**config.mk**
```make
export PLATFORM = sky130hd
export DESIGN_NAME = frog_round_ctrl
export DESIGN_NICKNAME = d
export VERILOG_FILES = /design/src/rtl/frog_pkg.sv /design/src/rtl/frog_round_ctrl_flash_timer.sv /design/src/rtl/frog_round_ctrl.sv
export SDC_FILE = /design/constraint.sdc
export NUM_CORES = 1
export LEC_CHECK = 0
export ABC_AREA = 0
export CELL_PAD_IN_SITES_DETAIL_PLACEMENT = 2
export CELL_PAD_IN_SITES_GLOBAL_PLACEMENT = 2
export CORE_ASPECT_RATIO = 1.25
export CORE_MARGIN = 10
export CORE_UTILIZATION = 30
export DETAILED_ROUTE_END_ITERATION = 10
export PLACE_DENSITY_LB_ADDON = 0.08
export SLEW_MARGIN = 15
export SYNTH_ARGS = -nofsm -noshare
export SYNTH_HDL_FRONTEND = slang
export SYNTH_SLANG_ARGS = --single-unit
```
**constraint.sdc**
```tcl
create_clock -name clk -period 2.2 [get_ports clk]
set_input_delay 0.66 -clock clk [delete_from_list [all_inputs] [get_ports clk]]
set_output_delay 0.66 -clock clk [all_outputs]
set_load 0.005 [all_outputs]
```
**src/rtl/frog_pkg.sv**
```systemverilog
// Shared types and widths for the frog game round sequencer.
package frog_pkg;

    typedef enum logic [2:0] {
        IDLE,
        PLAY,
        WIN_FLASH,
        LOSS_FLASH,
        GAME_OVER
    } state_t;

    localparam int SCORE_LIMIT = 99;
    localparam int LIVES_W     = 2;
    localparam int SCORE_W     = 7;
    localparam int LEVEL_W     = 3;
    localparam int PERIOD_W    = 5;

endpackage

```
**src/rtl/frog_round_ctrl_flash_timer.sv**
```systemverilog
// Loadable down-counter that holds at zero; zero flag marks the last flash cycle.
module flash_timer #(
    parameter int FLASH_CYCLES = 8
) (
    input  logic clk,
    input  logic reset,
    input  logic load,
    output logic zero
);

    localparam int W = (FLASH_CYCLES > 1) ? $clog2(FLASH_CYCLES) : 1;
    localparam logic [W-1:0] LOAD_VAL = W'(FLASH_CYCLES - 1);

    logic [W-1:0] count;

    always_ff @(posedge clk) begin
        if (reset) begin
            count <= '0;
        end else if (load) begin
            count <= LOAD_VAL;
        end else if (count != '0) begin
            count <= count - W'(1);
        end
    end

    assign zero = (count == '0);

endmodule

```
**src/rtl/frog_round_ctrl.sv**
```systemverilog
// Round sequencer: lives, score, level and car period for the 16x16 frog game.
// Optional FROG_HISCORE_EN adds a hiscore output latched on entry to GAME_OVER.
module frog_round_ctrl
    import frog_pkg::*;
#(
    parameter int LIVES        = 3,
    parameter int FLASH_CYCLES = 8,
    parameter int MAX_LEVEL    = 7,
    parameter int BASE_PERIOD  = 24,
    parameter int PERIOD_STEP  = 2
) (
    input  logic                clk,
    input  logic                reset,
    input  logic                start,
    input  logic                won,
    input  logic                lost,
    output logic                respawn,
    output logic                freeze,
    output logic                flash,
    output logic                win_flash,
    output logic                game_over,
    output logic [LIVES_W-1:0]  lives,
    output logic [SCORE_W-1:0]  score,
    output logic [LEVEL_W-1:0]  level,
    output logic [PERIOD_W-1:0] car_period
`ifdef FROG_HISCORE_EN
    ,
    output logic [SCORE_W-1:0]  hiscore
`endif
);

    localparam logic [LIVES_W-1:0]  LIVES_INIT = LIVES_W'(LIVES);
    localparam logic [SCORE_W-1:0]  SCORE_MAX  = SCORE_W'(SCORE_LIMIT);
    localparam logic [LEVEL_W-1:0]  LEVEL_MAX  = LEVEL_W'(MAX_LEVEL);
    localparam logic [PERIOD_W-1:0] PERIOD_0   = PERIOD_W'(BASE_PERIOD);
    localparam logic [PERIOD_W-1:0] PERIOD_D   = PERIOD_W'(PERIOD_STEP);

    state_t               state, state_nx;
    logic [LIVES_W-1:0]   lives_nx;
    logic [SCORE_W-1:0]   score_nx;
    logic [LEVEL_W-1:0]   level_nx;
    logic [PERIOD_W-1:0]  period_nx;
    logic                 respawn_nx;
    logic                 timer_load;
    logic                 timer_zero;

    flash_timer #(
        .FLASH_CYCLES(FLASH_CYCLES)
    ) u_flash_timer (
        .clk   (clk),
        .reset (reset),
        .load  (timer_load),
        .zero  (timer_zero)
    );

    always_comb begin
        state_nx   = state;
        lives_nx   = lives;
        score_nx   = score;
        level_nx   = level;
        respawn_nx = 1'b0;
        timer_load = 1'b0;
        case (state)
            IDLE, GAME_OVER: begin
                if (start) begin
                    state_nx   = PLAY;
                    lives_nx   = LIVES_INIT;
                    score_nx   = '0;
                    level_nx   = '0;
                    respawn_nx = 1'b1;
                end
            end
            PLAY: begin
                // lost takes priority so a simultaneous won never scores
                if (lost) begin
                    state_nx   = LOSS_FLASH;
                    timer_load = 1'b1;
                    if (lives != '0) lives_nx = lives - LIVES_W'(1);
                end else if (won) begin
                    state_nx   = WIN_FLASH;
                    timer_load = 1'b1;
                    if (score < SCORE_MAX) score_nx = score + SCORE_W'(1);
                    if (level < LEVEL_MAX) level_nx = level + LEVEL_W'(1);
                end
            end
            WIN_FLASH: begin
                if (timer_zero) begin
                    state_nx   = PLAY;
                    respawn_nx = 1'b1;
                end
            end
            LOSS_FLASH: begin
                if (timer_zero) begin
                    if (lives == '0) begin
                        state_nx = GAME_OVER;
                    end else begin
                        state_nx   = PLAY;
                        respawn_nx = 1'b1;
                    end
                end
            end
            default: state_nx = IDLE;
        endcase
    end

    assign period_nx = PERIOD_0 - PERIOD_D * PERIOD_W'(level_nx);

    always_ff @(posedge clk) begin
        if (reset) begin
            state      <= IDLE;
            lives      <= LIVES_INIT;
            score      <= '0;
            level      <= '0;
            car_period <= PERIOD_0;
            respawn    <= 1'b0;
            freeze     <= 1'b1;
            flash      <= 1'b0;
            win_flash  <= 1'b0;
            game_over  <= 1'b0;
        end else begin
            state      <= state_nx;
            lives      <= lives_nx;
            score      <= score_nx;
            level      <= level_nx;
            car_period <= period_nx;
            respawn    <= respawn_nx;
            freeze     <= (state_nx != PLAY);
            flash      <= (state_nx == WIN_FLASH) || (state_nx == LOSS_FLASH);
            win_flash  <= (state_nx == WIN_FLASH);
            game_over  <= (state_nx == GAME_OVER);
        end
    end

`ifdef FROG_HISCORE_EN
    always_ff @(posedge clk) begin
        if (reset) begin
            hiscore <= '0;
        end else if (state_nx == GAME_OVER && state != GAME_OVER && score > hiscore) begin
            hiscore <= score;
        end
    end
`endif

endmodule

```
==> flow_metrics.env, run 1 <==
export IMPL_area_growth_pct=38.3
export IMPL_clk_pin_slew_worst_paths_ps=90
export IMPL_die_y_um=93.1
export IMPL_grt_first_pass_wirelength_mm=6.54
export IMPL_gr_total_overflow=0
export IMPL_rows=26
export IMPL_synth_seq_area_share_pct=40.5
export IMPL_worstPathMaxFanout=3
export IMPL_antenna_cells=0
export IMPL_track_usage_pct=10.9
export IMPL_grt_antenna_before_repair=0
export IMPL_netlist_instances=141
export IMPL_cts_inserted_buffers=3
export IMPL_clk_latency_ps=280
export IMPL_clock_sinks=26
export IMPL_drt_wl_total_mm=3.92
export IMPL_synth_warnings=0
export IMPL_die_width_um=78.5
export IMPL_placed_area_sq_um=1680
export IMPL_final_common_cell="dfxtp_1"
export IMPL_max_freq_ghz=0.474
export IMPL_seqCellArea_sq_um=520
export IMPL_dp_cells=231
export IMPL_grt_max_degree=15
export IMPL_startpoint="won"
export IMPL_hpwl_mm=3.11
export IMPL_synthFlopType="dfxtp_1"
export IMPL_core_sq_um=4100
export IMPL_design_area_sq_um=1780
export IMPL_endpoint="car_period[2]"
export IMPL_avgViaCountPerCell=5.01
export IMPL_clk_path_buf_depth=2
export IMPL_met3_length_um=160
export IMPL_gp_congestion=0.738
export IMPL_synth_edff_count=0
export IMPL_total_power_w=0.00131
export IMPL_ys_ff_latch=26
export IMPL_max_cap_viol_count=0
export IMPL_die_area_sq_um=7310
export IMPL_r2r_end="car_period[3]"
export IMPL_wl_per_cell_um=16.6
export IMPL_wl_met1_mm=1.51
export IMPL_outcome="finished clean"
export IMPL_critical_path_arrival_ps=2290
export IMPL_peakVddDrop_mv=0.499
export IMPL_ant_nets=0
export IMPL_grt_pass1_vias=1352
export IMPL_cts_tree="done"
export IMPL_layout_drive_gt1_share_pct=20.0
export IMPL_initial_core_util_pct=31.3
export IMPL_maxSlewViolCount=0
export IMPL_firstDrtPassIters=3
export IMPL_route_detailed_drc=0
export IMPL_nNetsFinal=192
export IMPL_finalCriticalPeriod_ps=2110
export IMPL_r2r_setup_slack_ps=180
export IMPL_fin_skew_ps=3.40
export IMPL_synth_distinct_cells=49
export IMPL_drt_iter0_markers=27
export IMPL_p_per_area_nw_per_um2=737
export IMPL_nFillCells=468
export IMPL_hp_class="flip-flop to flip-flop"
export IMPL_end_kind="flip-flop"
export IMPL_syn_area_per_cell_sq_um=9.10
export IMPL_rsz0062_at_grt="no"
export IMPL_layoutNonFillerInstCount=236
export IMPL_root_buffer="clkbuf_8"
export IMPL_rr_startpoint="state[0]"
export IMPL_hold_viol=0
export IMPL_netlist_area_sq_um=1280
export IMPL_syn_nets=152
export IMPL_reg2reg_depth=6
export IMPL_crit_type="input port to flip-flop"
export IMPL_met2_length_mm=2.17
export IMPL_io_pins=27
export IMPL_htreeDepth=1
export IMPL_highest_layer="met4"
export IMPL_via_count=1183
export IMPL_place_port_buffers=25
export IMPL_multi_input_area_sq_um=718
export IMPL_finalCritPeriodShare_pct=96.0
export IMPL_start_kind="input port"
export IMPL_setup_viol=0
export IMPL_ctsHoldBuffers=0
export IMPL_leakagePower_nw=0.701
export IMPL_final_cell_mix="dfxtp_1, clkdlybuf4s50_1, buf_4"
export IMPL_async_flop_share_pct=0
export IMPL_required_ps=2380
## power breakdown
part           leakage [nW]  internal [W]  switching [W]
logic                 0.460      0.000227       0.000207
registers             0.212      0.000519      0.0000317
clock network        0.0288      0.000161       0.000162
total                 0.701      0.000907       0.000401
## state kept, by name, summed over array words and instances, names as in the netlist
| register | flops |
|---|---|
| game_over | 1 |
| lives | 2 |
| car_period | 3 |
| state | 3 |
| respawn | 1 |
| score | 7 |
| freeze | 1 |
| level | 3 |
| flash | 1 |
| u_flash_timer.count | 3 |
| win_flash | 1 |
## worst min-delay path by stage
stage / from / endpoint / slack [ps] / depth (start not counted)
5_1_grt: score[6] / score[6] / 570 / 2
6_report: score[6] / score[6] / 520 / 2
2_1_floorplan: score[6] / score[6] / 490 / 2
4_1_cts: score[6] / score[6] / 520 / 2
3_5_place_dp: score[6] / score[6] / 500 / 2
3_3_place_gp: score[6] / score[6] / 480 / 2
## synthesized netlist by cell type (2+ instances only)
cell	count	share of area, %
a21oi_1	9	3.5
a31oi_1	3	1.5
and3_1	2	0.97
buf_4	3	1.8
clkbuf_1	3	0.88
dfxtp_1	26	41
ha_1	6	5.8
inv_1	7	2.0
mux2i_1	4	3.1
nand2_1	6	1.8
nand3_1	5	1.9
nor2_1	17	5.0
nor2b_1	7	3.4
nor3_1	2	0.78
o21ai_0	3	1.2
o31ai_1	2	1.2
or2b_1	2	1.2
or4_1	2	1.2
xnor2_1	2	1.4
## worst max-delay path, cell delays in order
cell             delay, ps
clkdlybuf4s50_1        480
or2b_1                 290
o221ai_2               230
o311a_2                230
ha_2                   270
nor2b_1                120
## routing by layer
layer	global-route usage (%)	vias to the layer above
met5	0	-
met4	3.59	0
met3	2.39	6
met2	21.6	27
met1	10.9	575
li1	-	575
## logic make-up (layout without fill, tap and decap cells)
group | after synthesis | in the layout | synth area share (%)
and+or+nand+nor | 54 | 54 | 23.9
adders and majority gates | 6 | 6 | 5.85
muxes | 5 | 5 | 4.00
buffers and inverters | 15 | 54 | 6.14
other | 1 | 1 | 0.292
AOI/OAI and AO/OA | 31 | 31 | 17.3
xor gates and xnor gates | 3 | 3 | 2.05
DFF | 26 | 26 | 40.5
## metrics by stage
step | setup slack (ps) | setup TNS, ps | utilization (%) | hold WS, ps
floorplan | 198 | 0 | - | 487
global placement | -172 | -947 | 41.0 | 476
detailed placement | -252 | -1370 | 41.0 | 500
CTS | 50.9 | 0 | 42.6 | 524
global route | 9.13 | 0 | 43.3 | 571
finish | 88.1 | 0 | 43.3 | 523
## timing repair
action | CTS | global route
setup endpoints to repair | 1 | 2
pin swaps | 1 | 1
gates resized for setup | 2 | 5
setup buffers | 0 | 1
## cell type report
| class | instances | area share, % |
|---|---|---|
| multi-input cells | 100 | 40.5 |
| flip-flops and latches | 26 | 29.3 |
| repair buffers | 43 | 21.7 |
| well taps | 56 | 3.95 |
| clock buffers | 4 | 3.10 |
| inverters | 7 | 1.48 |
Power figures use the tool's default switching activity.
==> inputs of run 2 (changes only) <==
Settings changed: ABC_AREA 0 to 1, CORE_UTILIZATION 30 to 27.
==> flow_metrics.env, run 2 <==
export IMPL_track_usage_pct=10.5
export IMPL_r2r_end="car_period[3]"
export IMPL_clk_pin_slew_worst_paths_ps=100
export IMPL_cts_inserted_buffers=3
export IMPL_synth_area_leaders="dfxtp_1, nand2_1, inv_1"
export IMPL_finalSetupTns_ps=0
export IMPL_hp_class="flip-flop to flip-flop"
export IMPL_start_kind="flip-flop"
export IMPL_route_detailed_drc=0
export IMPL_synthFlopType="dfxtp_1"
export IMPL_core_sq_um=5010
export IMPL_async_flop_share_pct=0
export IMPL_synth_top_family_by_area="simple AND/OR/NAND/NOR gates"
export IMPL_final_cell_mix="nand2_1, inv_1, dfxtp_1"
export IMPL_clk_path_buf_depth=2
export IMPL_synth_most_common_cell="nand2_1"
export IMPL_synthMuxAreaShare_pct=0
export IMPL_synthAdderAreaFrac_pct=5.45
export IMPL_yosys_area_top_type="dfxtp_1"
export IMPL_peakVddDrop_mv=0.298
export IMPL_crit_buf_inv=1
export IMPL_reg2reg_depth=8
export IMPL_critical_path_arrival_ps=1290
export IMPL_cts_resized=0
export IMPL_synth_warnings=0
export IMPL_nNetsFinal=240
export IMPL_crit_type="flip-flop to output pin"
export IMPL_grt_pass1_vias=1574
export IMPL_die_width_um=83.9
export IMPL_leakagePower_nw=0.812
export IMPL_synth_compound_area_share_pct=12.1
export IMPL_wl_per_cell_um=14.8
export IMPL_yosys_area_share_simple_pct=30.8
export IMPL_top_register="score"
export IMPL_synth_commonest_cells="nand2_1, inv_1, dfxtp_1"
export IMPL_final_common_cell="nand2_1"
export IMPL_finalCritPeriodShare_pct=88.8
export IMPL_largest_reg_flops=7
export IMPL_crit_chain="clkdlybuf4s50_1"
export IMPL_synth_xor_area_share_pct=1.27
export IMPL_clock_sinks=26
export IMPL_post_cts_buffers=0
export IMPL_synth_seq_area_share_pct=37.8
export IMPL_hpwl_mm=3.48
export IMPL_clk_latency_ps=280
export IMPL_max_freq_ghz=0.512
export IMPL_rsz0062_at_grt="no"
export IMPL_gr_total_overflow=0
export IMPL_die_y_um=99.8
export IMPL_syn_nets=210
export IMPL_required_ps=1540
export IMPL_htreeDepth=1
export IMPL_dp_slack_ps=-1.52
export IMPL_cp_slowest_cell="clkdlybuf4s50_1"
export IMPL_slowest_delay_ps=550
export IMPL_grt_antenna_before_repair=0
export IMPL_layout_drive_gt1_share_pct=7.89
export IMPL_netlist_area_sq_um=1380
export IMPL_hold_depth=2
export IMPL_avgViaCountPerCell=4.66
export IMPL_place_port_buffers=25
export IMPL_synth_edff_count=0
export IMPL_fin_skew_ps=2.98
export IMPL_grt_first_pass_wirelength_mm=7.36
export IMPL_finalCriticalPeriod_ps=1950
export IMPL_gp_congestion=0.768
export IMPL_worstPathMaxFanout=7
export IMPL_max_cap_viol_count=0
export IMPL_netlist_instances=199
export IMPL_initial_core_util_pct=27.5
export IMPL_ys_ff_latch=26
export IMPL_drt_iter0_markers=27
export IMPL_syn_area_per_cell_sq_um=6.92
export IMPL_synth_top_area_share_pct=37.8
export IMPL_outcome="finished clean"
export IMPL_root_buffer="clkbuf_8"
export IMPL_ant_nets=0
export IMPL_ctsHoldBuffers=0
export IMPL_timing_final_ws_setup_ps=246
export IMPL_firstDrtPassIters=3
export IMPL_io_pins=27
export IMPL_area_growth_pct=28.1
export IMPL_antenna_cells=0
export IMPL_die_area_sq_um=8370
export IMPL_rr_startpoint="state[0]"
export IMPL_r2r_setup_slack_ps=500
export IMPL_total_power_w=0.00143
export IMPL_maxSlewViolCount=0
export IMPL_p_per_area_nw_per_um2=811
export IMPL_drt_wl_total_mm=4.30
export IMPL_setup_viol=0
export IMPL_hold_viol=0
export IMPL_grt_max_degree=15
export IMPL_via_count=1351
export IMPL_min_from="lives[1]"
export IMPL_hold_path_end="lives[1]"
export IMPL_critPathTopFamily="buffers and inverters"
export IMPL_rows=29
export IMPL_cts_tree="done"
export IMPL_synth_distinct_cells=25
export IMPL_end_kind="output pin"
==> run 2: power by group <==
group / leakage (nW) / internal [W] / total [W] / switching [W]
Sequential: 0.212 / 0.000540 / 0.000590 / 0.0000497
Clock: 0.0288 / 0.000161 / 0.000327 / 0.000166
Combinational: 0.571 / 0.000208 / 0.000513 / 0.000306
Total: 0.812 / 0.000908 / 0.00143 / 0.000522
==> run 2: per-stage QoR <==
stage	area, sq um	util (%)	instances	hold slack, ps
global placement	1710	34.1	286	482
floorplan	1380	-	199	490
finish	1760	35.2	290	521
CTS	1760	35.2	290	534
global route	1760	35.2	290	571
detailed placement	1710	34.1	286	513
==> run 2: layer usage <==
layer	GRT usage (%)	routed length [um]
met3	2.51	176
met4	4.00	82
met5	0	0
met1	9.99	1640
met2	21.1	2400
==> run 2: worst max path at each step <==
stage,startpoint,to,slack [ps],depth (start not counted)
2_1_floorplan,lost,car_period[2],580,10
3_3_place_gp,lost,car_period[2],50,11
3_5_place_dp,lost,car_period[3],-2,11
4_1_cts,level[0],level[0],230,1
5_1_grt,lost,car_period[3],80,11
6_report,level[0],level[0],250,1
==> run 2: cell families after synthesis <==
group | count (synthesis)
flip-flops | 26
XOR/XNOR | 2
other | 1
buffers and inverters | 41
AND/OR/NAND/NOR | 93
AO/OA/AOI/OAI | 30
adder cells (fa/ha/maj) | 6
==> run 2: layout make-up <==
cell class | count | area (sq um)
sequential | 26 | 520
multi-input combinational | 132 | 687
timing repair buffer | 30 | 288
clock buffer | 4 | 55.1
fill | 609 | 3240
tap | 62 | 77.6
inverter | 36 | 135
==> inputs of run 3 (changes only) <==
Settings changed: ABC_AREA 1 to default, CORE_ASPECT_RATIO 1.25 to 1.2, CORE_UTILIZATION 27 to 30.
==> flow_metrics.env, run 3 (synthesized netlist as in run 1, its figures left out) <==
export IMPL_outcome="finished clean"
export IMPL_startpoint="lost"
export IMPL_hp_class="flip-flop to flip-flop"
export IMPL_fin_skew_ps=5.12
export IMPL_finalCritPeriodShare_pct=97.6
export IMPL_nNetsFinal=188
export IMPL_cts_tree="done"
export IMPL_clk_pin_slew_worst_paths_ps=90
export IMPL_p_int_w=0.000974
export IMPL_area_growth_pct=35.6
export IMPL_endpoint="freeze"
export IMPL_die_width_um=79.7
export IMPL_max_cap_viol_count=0
export IMPL_cts_inserted_buffers=3
export IMPL_dp_slack_ps=-285
export IMPL_largest_reg_flops=7
export IMPL_place_port_buffers=25
export IMPL_antenna_cells=0
export IMPL_critical_path_arrival_ps=2320
export IMPL_max_freq_ghz=0.466
export IMPL_pwr_share_seq_pct=40.5
export IMPL_root_buffer="clkbuf_8"
export IMPL_layout_drive_gt1_share_pct=17.0
export IMPL_finalCriticalPeriod_ps=2150
export IMPL_grt_max_degree=16
export IMPL_r2r_setup_slack_ps=220
export IMPL_met1_usage_pct=10.8
export IMPL_drt_wl_total_mm=3.77
export IMPL_gp_congestion=0.709
export IMPL_leakagePower_nw=0.687
export IMPL_avgViaCountPerCell=5.07
export IMPL_maxSlewViolCount=0
export IMPL_top_register="score"
export IMPL_gr_total_overflow=0
export IMPL_route_detailed_drc=0
export IMPL_initial_core_util_pct=30.6
export IMPL_rr_startpoint="state[0]"
export IMPL_clock_sinks=26
export IMPL_grt_first_pass_wirelength_mm=6.38
export IMPL_required_ps=2370
export IMPL_setup_viol=0
export IMPL_r2r_end="car_period[3]"
export IMPL_reg2reg_depth=6
export IMPL_swShare_pct=28.4
export IMPL_crit_type="input port to flip-flop"
export IMPL_pwr_share_comb_pct=29.6
export IMPL_die_area_sq_um=7310
export IMPL_met2_usage_pct=20.9
export IMPL_p_sw_w=0.000385
export IMPL_hpwl_mm=3.03
export IMPL_via_count=1177
export IMPL_grtUsageMet3_pct=2.25
export IMPL_worstPathMaxFanout=4
export IMPL_clk_latency_ps=280
export IMPL_ant_nets=0
export IMPL_top_usage_layer="met2"
export IMPL_peakVddDrop_mv=0.356
export IMPL_grt_pass1_vias=1286
export IMPL_wl_per_cell_um=16.2
export IMPL_p_clk_share_pct=29.9
export IMPL_drt_iter0_markers=28
export IMPL_rows=26
export IMPL_timing_final_ws_setup_ps=52.6
export IMPL_finalSetupTns_ps=0
export IMPL_firstDrtPassIters=3
export IMPL_final_common_cell="dfxtp_1"
export IMPL_nFillCells=466
export IMPL_track_usage_pct=10.8
export IMPL_p_per_area_nw_per_um2=781
export IMPL_final_cell_mix="dfxtp_1, clkdlybuf4s50_1, nor2_1"
export IMPL_die_y_um=91.7
export IMPL_core_sq_um=4200
export IMPL_clk_path_buf_depth=2
export IMPL_hold_viol=0
export IMPL_io_pins=27
export IMPL_ctsHoldBuffers=0
export IMPL_htreeDepth=1
export IMPL_end_kind="flip-flop"
export IMPL_grt_antenna_before_repair=0
export IMPL_start_kind="input port"
## run 3: changes by cell type in the layout (fill, tap and decap cells not counted), moves of 3 or more
cell and delta:
a21oi_1 -4, buf_4 +9, inv_1 -29, mux2i_1 +4
nand2_1 -38, nand3_1 -12, nand3b_1 -4, nor2b_1 +6
o21a_1 -3, o21ai_0 -7
## run 3: layout make-up
| class | count | area, sq um | share of cell area [%] |
|---|---|---|---|
| multi-input cells | 100 | 697 | 40.0 |
| inverters | 7 | 26.3 | 1.51 |
| clock buffers | 3 | 41.3 | 2.37 |
| flip-flops and latches | 26 | 520 | 29.9 |
| clock inverters | 1 | 30.0 | 1.73 |
| well taps | 56 | 70.1 | 4.03 |
| repair buffers | 39 | 355 | 20.4 |
## run 3: worst max-delay path, cell delays in order
cell	delay, ps
clkdlybuf4s50_1	550
or2b_1	210
nor2_1	70
o32a_1	330
or4b_1	500
## run 3: power by group through the flow
stage          Sequential, W  Combinational (W)  Clock (W)
4_1_cts             0.000550           0.000406   0.000429
6_report            0.000550           0.000403   0.000407
2_1_floorplan       0.000555           0.000262          0
3_5_place_dp        0.000560           0.000404          0
3_3_place_gp        0.000557           0.000378          0
5_1_grt             0.000560           0.000461   0.000441
## run 3: timing repair
item / CTS / global route
setup endpoints to repair: 0 / 2
buffers inserted: 0 / 1
gates resized for setup: 0 / 3
## run 3: metrics by stage
stage / power, W / util, % / hold WS [ps] / cells / cell area (sq um)
global route: 0.00146 / 41.5 / 569 / 232 / 1740
floorplan: 0.000817 / - / 487 / 141 / 1280
CTS: 0.00139 / 41.0 / 523 / 231 / 1720
finish: 0.00136 / 41.5 / 514 / 232 / 1740
detailed placement: 0.000965 / 39.3 / 499 / 227 / 1650
global placement: 0.000935 / 39.3 / 480 / 227 / 1650
## run 3: worst min-delay path by stage
stage / slack (ps) / cells past startpoint / startpoint / endpoint
2_1_floorplan: 490 / 2 / score[6] / score[6]
3_5_place_dp: 500 / 2 / score[6] / score[6]
3_3_place_gp: 480 / 2 / score[6] / score[6]
4_1_cts: 520 / 2 / score[6] / score[6]
6_report: 510 / 2 / score[6] / score[6]
5_1_grt: 570 / 2 / lives[1] / lives[1]
## run 3: metal layers
layer  up-vias  share of wire, %
li1        566                 -
met1       587                39
met2        18                56
met3         6               3.1
met4         0               1.6
met5         -                 0
